File: config.mk
export PLATFORM = sky130hd
export DESIGN_NAME = clock_switch_ctrl
export DESIGN_NICKNAME = d
export VERILOG_FILES = /design/src/rtl/clock_switch_ctrl.sv
export SDC_FILE = /design/constraint.sdc
export NUM_CORES = 1
export LEC_CHECK = 0
export ABC_AREA = 1
export CORE_AREA = 2 2 50 52
export CTS_BUF_LIST = sky130_fd_sc_hd__clkbuf_4
export DETAILED_ROUTE_END_ITERATION = 8
export DIE_AREA = 0 0 52 54
export MAX_ROUTING_LAYER = met4
export SLEW_MARGIN = 20
export SYNTH_ARGS = -nofsm -noshare
export SYNTH_HDL_FRONTEND = slang
export SYNTH_SLANG_ARGS = --single-unit
File: constraint.sdc
create_clock -name clock -period 1.4 [get_ports clock]
set_input_delay 0.14 -clock clock [delete_from_list [all_inputs] [get_ports clock]]
set_output_delay 0.14 -clock clock [all_outputs]
set_load 0.1 [all_outputs]
File: src/rtl/clock_switch_ctrl.sv
// Sequencer that drives glitch_free_mux sel from the always-on reference clock.
// Handles software switch requests, settle hold-off and automatic failover.
module clock_switch_ctrl #(
   parameter int   SETTLE_CYCLES = 16,
   parameter logic RESET_SEL     = 1'b0
) (
   input  logic       clock,
   input  logic       reset_n,
   input  logic       req_valid,
   input  logic       req_sel,
   output logic       req_ready,
   output logic       resp_valid,
   output logic       resp_err,
   input  logic       clka_ok,
   input  logic       clkb_ok,
   input  logic       auto_fo_en,
   output logic       sel,
   output logic       cur_sel,
   output logic       busy,
   output logic       failover_evt,
   output logic [1:0] dbg_state
);

   // Handshake: a request transfers on a rising clock edge where req_valid and
   // req_ready are both high; req_valid must hold until then, and each accepted
   // request gets exactly one resp_valid pulse unless reset intervenes.

   localparam int CW = $clog2(SETTLE_CYCLES + 1);
   localparam logic [CW-1:0] CNT_LOAD = CW'(SETTLE_CYCLES);
   localparam logic [CW-1:0] CNT_ONE  = {{(CW-1){1'b0}}, 1'b1};

   localparam logic [1:0] ST_IDLE   = 2'd0;
   localparam logic [1:0] ST_SETTLE = 2'd1;
   localparam logic [1:0] ST_RESP   = 2'd2;

   logic [1:0]    state_q, state_d;
   logic [CW-1:0] cnt_q, cnt_d;
   logic          sel_q, sel_d;
   logic          cur_sel_q, cur_sel_d;
   logic          owed_q, owed_d;
   logic          err_q, err_d;

   logic cur_ok, other_ok, req_ok, tgt_ok, fo;

   always_comb begin
      cur_ok   = cur_sel_q ? clkb_ok : clka_ok;
      other_ok = cur_sel_q ? clka_ok : clkb_ok;
      req_ok   = req_sel   ? clkb_ok : clka_ok;
      tgt_ok   = sel_q     ? clkb_ok : clka_ok;
      fo       = auto_fo_en & ~cur_ok & other_ok;
   end

   always_comb begin
      state_d   = state_q;
      cnt_d     = cnt_q;
      sel_d     = sel_q;
      cur_sel_d = cur_sel_q;
      owed_d    = owed_q;
      err_d     = err_q;
      case (state_q)
         ST_IDLE: begin
            // Failover has priority; a same-cycle request is left pending.
            if (fo) begin
               sel_d   = ~cur_sel_q;
               cnt_d   = CNT_LOAD;
               owed_d  = 1'b0;
               err_d   = 1'b0;
               state_d = ST_SETTLE;
            end else if (req_valid) begin
               if (req_sel == cur_sel_q) begin
                  owed_d  = 1'b1;
                  err_d   = 1'b0;
                  state_d = ST_RESP;
               end else if (!req_ok) begin
                  owed_d  = 1'b1;
                  err_d   = 1'b1;
                  state_d = ST_RESP;
               end else begin
                  sel_d   = req_sel;
                  cnt_d   = CNT_LOAD;
                  owed_d  = 1'b1;
                  err_d   = 1'b0;
                  state_d = ST_SETTLE;
               end
            end
         end
         ST_SETTLE: begin
            if (!tgt_ok) err_d = 1'b1;
            if (cnt_q == '0) begin
               cur_sel_d = sel_q;
               if (owed_q) begin
                  state_d = ST_RESP;
               end else begin
                  err_d   = 1'b0;
                  state_d = ST_IDLE;
               end
            end else begin
               cnt_d = cnt_q - CNT_ONE;
            end
         end
         ST_RESP: begin
            owed_d  = 1'b0;
            err_d   = 1'b0;
            state_d = ST_IDLE;
         end
         default: begin
            owed_d  = 1'b0;
            err_d   = 1'b0;
            state_d = ST_IDLE;
         end
      endcase
   end

   always_ff @(posedge clock or negedge reset_n) begin
      if (!reset_n) begin
         state_q   <= ST_SETTLE;
         cnt_q     <= CNT_LOAD;
         sel_q     <= RESET_SEL;
         cur_sel_q <= RESET_SEL;
         owed_q    <= 1'b0;
         err_q     <= 1'b0;
      end else begin
         state_q   <= state_d;
         cnt_q     <= cnt_d;
         sel_q     <= sel_d;
         cur_sel_q <= cur_sel_d;
         owed_q    <= owed_d;
         err_q     <= err_d;
      end
   end

   assign req_ready    = (state_q == ST_IDLE) & ~fo;
   assign failover_evt = (state_q == ST_IDLE) & fo;
   assign resp_valid   = (state_q == ST_RESP);
   assign resp_err     = (state_q == ST_RESP) & err_q;
   assign busy         = (state_q != ST_IDLE);
   assign sel          = sel_q;
   assign cur_sel      = cur_sel_q;
   assign dbg_state    = state_q;

endmodule

# ---- Word-level counts from Yosys, hierarchy flattened
# Index checks and enable logic that the tools add are counted.
dict set report totals {
  register_bits 11
  latch_bits 0
  mem_bits_rw 0
  romBits 0
  inputBits 7
  word_cells 68
  memories 0
}
dict set report op_classes {
  addsub 1
  multipliers 0
  div 0
  n_lt_le_gt_ge 0
  eq_ne 9
  shift 0
  mux 32
  bitwise_logic 9
  reduce_logical 11
}
# op n
set ops {}
lappend ops {{$mux 5} 5}
lappend ops {{$mux 1} 17}
lappend ops {{$mux 2} 6}
lappend ops {{$pmux 5 s2} 1}
lappend ops {{$ne 3x3->1 const B} 3}
lappend ops {{$reduce_bool 2->1} 4}
lappend ops {{$ne 2x2->1 const B} 3}
lappend ops {{$reduce_and 2->1} 3}
lappend ops {{$and 1x1->1} 5}
lappend ops {{$logic_not 5->1} 1}
lappend ops {{$reduce_and 5->1} 1}
lappend ops {{$sub 5x1->5 const B} 1}
lappend ops {{$not 1->1} 4}
lappend ops {{$pmux 1 s2} 2}
lappend ops {{$pmux 2 s2} 1}
lappend ops {{$reduce_and 4->1} 1}
lappend ops {{$eq 2x1->1 const B} 1}
lappend ops {{$eq 2x2->1 const B} 1}
lappend ops {{$logic_not 2->1} 1}
lappend ops {{$eq 1x1->1} 1}

# ---- Longest topological paths before layout
# Gate-level depths: netlist of the first run.
dict set report depth {
  word_depth 6
  ltp_mapped 9
  depth_no_buf 9
}

# ---- Worst setup path before layout of the first run
# No wires, ideal clock.
dict set report synth_timing {
  kind {reg2out}
  start {register state_q[1] (netlist: dbg_state[1])}
  end {output resp_valid}
  arrival_ns 2.393
  t_required_ns 1.260
  slack_ns -1.133
  stages_incl_launch_ff 3
  path_buffers 0
  cell_sequence {dfrtp_1 -> inv_1 -> nor2_1}
}
dict set report synth_between {
  elab_chain_len 1
}
# item line
set synth_lines {}
lappend synth_lines {{start: declaration} 36} ;# logic [1:0] state_q, state_d;
lappend synth_lines {{start signal: assignment} 123} ;# state_q <= state_d;
lappend synth_lines {{$eq 2x2->1} 134} ;# assign resp_valid = (state_q == ST_RESP);
lappend synth_lines {{end: declaration} 12} ;# output logic resp_valid,
# No other way between the ends.

# ---- Worst setup path in the final report of the first run
dict set report layout_timing {
  start {register cur_sel_q (netlist: cur_sel)}
  end {output req_ready}
}
dict set report layout_between {
  elab_chain_len 6
}
# item line
set layout_lines {}
lappend layout_lines {{start: declaration} 39} ;# logic cur_sel_q, cur_sel_d;
lappend layout_lines {{start signal: assignment} 126} ;# cur_sel_q <= cur_sel_d;
lappend layout_lines {{$mux 1} 46} ;# cur_ok = cur_sel_q ? clkb_ok : clka_ok;
lappend layout_lines {{$not 1->1} 50} ;# fo = auto_fo_en & ~cur_ok & other_ok;
lappend layout_lines {{$and 1x1->1} 50}
lappend layout_lines {{$and 1x1->1 (*)} 50}
lappend layout_lines {{$not 1->1 (*)} 132} ;# assign req_ready = (state_q == ST_IDLE) & ~fo;
lappend layout_lines {{$and 1x1->1 (*)} 132}
lappend layout_lines {{end: declaration} 11} ;# output logic req_ready,
# Every way passes the cells marked *; elsewhere a longest branch is shown, timed or not.

==> flow_summary_export.csv, run 1 <==
group,metric,value,unit
status,status,"finished, violations left",
status,violations,"setup timing",
routing,first_pass_iters,4,
yosys,synth_area_per_cell,7.34,sq um
yosys,synth-async-reset-ratio,1.00,
timing,slew_headroom,0.848,
global_route,met2_usage,0.245,
global_route,grtUsageMet1,0.188,
timing,setup_tns,-1.22,ns
yosys,synth_nets,113,
timing,max_freq,634,MHz
clocking,clock-sinks,11,
routing,drt_iter0_drc,11,
cells_and_area,finish.utilization,0.561,
cells_and_area,syn_to_final_growth,69.0,%
global_route,top_usage_layer,"met2",
routing,drc,0,
global_route,grt_overflow,0,
floorplan,die_w,52,microns
clocking,clockRootBuffer,"clkbuf_4",
routing,vias,795,
clocking,cts_buffers,3,
routing,ant_nets,0,
clocking,clk_latency,0.28,ns
global_route,grt_antenna_before_repair,0,
placed_design,dp_hpwl,1370,microns
timing,setup-violations-final,12,
yosys,synth_warnings,0,
clocking,ctsHoldBuffers,0,
yosys,yosysMostFrequentCell,"nand2_1",
timing,hold_ws,0.166,ns
floorplan,rows,18,
yosys,synth_area,771,sq um
cells_and_area,n_antenna_cell,0,
timing,rsz0062_at_grt,"yes",
floorplan,core,2320,sq um
setup_path,crit_type,"reg -> out",
setup_path,endpoint_kind,"output pin",
global_route,grt_use_total,0.155,
yosys,ys_seq_elements,11,
clocking,cts_tree,"built",
setup_path,crit_path_start_kind,"flip-flop",
routing,drt_wl_total,2070,microns
global_route,grt_pass1_wl,3090,microns
timing,post-route-period-util,1.13,
yosys,ys_seq_area_frac,0.360,
yosys,ys.flop_type,"dfrtp_1",
setup_path,crit_fanout,3,
timing,hold_viol,0,
cells_and_area,drive_above_1_share,0.482,
floorplan,initial_core_util,0.332,
setup_path,cp.arrival,1.44,ns
flow_run,cap_viol_max_count,0,
yosys,synth_top_cell_by_area,"dfrtp_1",
floorplan,io_pins,16,
timing,fin_skew,0.000496,ns
placed_design,port-buffer-count,15,
clocking,cts.clk_slew.worst_paths,0.08,ns
timing,worst_pin_slew,0.228,ns
clocking,clockBufferDepth,2,
global_route,met3_usage,0.0389,
routing,wl_per_cell,12.1,microns
yosys,syn-instance-count,105,
placed_design,place.gp.congestion,0.843,
setup_path,setup.worst_path.start,"cur_sel",
setup_path,regToRegStartpoint,"cur_sel",
yosys,yosys-top-cells-count,"nand2_1, inv_1, nor2_1, dfrtp_1, nand4_1",
yosys,synth_top_cell_area_share,0.292,
min_path,hp-class,"in -> async",
timing,finalWorstSetupSlack,-0.178,ns
floorplan,die-area,2810,sq um
setup_path,critPathRequiredTime,1.26,ns
yosys,synth-edff-count,0,
cells_and_area,stdcell_count,171,
placed_design,dp.cells,158,
timing,finalMaxSlewViolations,0,
yosys,ys_top_cells_by_area,"dfrtp_1, nand2_1, inv_1, dfstp_2, nor2_1",
global_route,grt_max_degree,12,
cells_and_area,num-nets-final,150,
floorplan,die_height,54,microns
clocking,cts.htree.levels,1,
timing,min_period,1.58,ns
global_route,grt_pass1_vias,736,
routing,vias_per_cell,4.65,
yosys,synth_cell_types,23,
-- final timing paths --
check	endpoint	slack, ns	depth (start not counted)
max in group asynchronous	dbg_state[0]	1.00	2
setup reg to reg	cnt_q[3]	-0.15	9
hold / removal	cur_sel	0.17	2
setup / recovery	req_ready	-0.18	7
hold reg to reg	cnt_q[4]	0.51	2
min in group clock	cnt_q[4]	0.51	2
-- worst max-delay path: stages, from the launching register on --
cell and delay [ns]:
dfrtp_4 0.51, nand2_2 0.08, inv_2 0.03, nand2_2 0.07, nand2_4 0.06, buf_6 0.12, nor2_4 0.11, buf_12 0.18
-- timing repair --
action | CTS | global route
pin swaps | 6 | 3
setup buffers | 4 | 4
gates cloned | 0 | 1
resized for setup | 7 | 16
endpoints found under the setup margin | 5 | 14
-- stage by stage --
stage / setup WS, ns / instance area, sq um
6_report: -0.178 / 1300
5_1_grt: -0.231 / 1300
4_1_cts: -0.174 / 1220
3_5_place_dp: -0.137 / 1140
3_3_place_gp: -0.0827 / 1140
2_1_floorplan: -0.538 / 801
-- layout by cell type (no fill, tap or decap) --
cell and instances:
ha_2 1, xor2_1 1, clkinv_1 1, inv_8 1, clkbuf_4 4, or2_0 1
dfstp_2 1, nor2_2 3, nor2_1 9, nor2_4 5, nand3_1 2, o21ai_0 3
o21ai_1 2, dfstp_4 1, nand4_1 6, and3_4 1, nand2_4 3, a21oi_1 2
inv_2 3, clkinvlp_4 1, inv_1 11, nand2_1 22, buf_6 3, nor3b_2 1
clkdlybuf4s50_1 6, dfrtp_4 2, dfrtp_1 7, buf_4 13, buf_12 9, nand4_4 1
inv_4 1, nand2_2 12, nand3_4 2
-- sequential cells by signal (all words and copies together), names as in the netlist --
register	flops
cnt_q	5
err_q	1
cur_sel	1
dbg_state	2
sel	1
owed_q	1
-- final cells by class --
cell class	instances	area (sq um)
Clock buffer	4	30.0
Fill cell	219	1020
Inverter	18	81.3
Multi-Input combinational cell	77	493
Sequential cell	11	289
Tap cell	30	37.5
Timing Repair Buffer	31	372
-- kinds of logic after synthesis --
| family | Yosys count | synth area share |
|---|---|---|
| simple gates | 67 | 0.479 |
| xor+xnor | 1 | 0.0114 |
| fa+ha+maj | 1 | 0.0162 |
| compound gates | 7 | 0.0454 |
| flops | 11 | 0.360 |
| buf+inv | 18 | 0.0877 |
-- routing by layer --
| metal | part of all wire | routed length (microns) | up-vias |
|---|---|---|---|
| met5 | 0 | 0 | - |
| met4 | 0.0082 | 17 | 0 |
| met3 | 0.044 | 91 | 2 |
| met2 | 0.53 | 1100 | 19 |
| met1 | 0.41 | 859 | 374 |
| li1 | - | - | 400 |
Power of run 1 is left out: the tool's default activity adds up to more than one toggle a clock period on the data nets, which glitch-free logic cannot reach.
==> run 2: changes to the inputs <==
ABC_CLOCK_PERIOD_IN_PS = 1400   (was default)
==> results of run 2 <==
Same layout as run 1: the final DEF is identical, and so are final timing and power.
Power of run 2 is left out for the same reason.
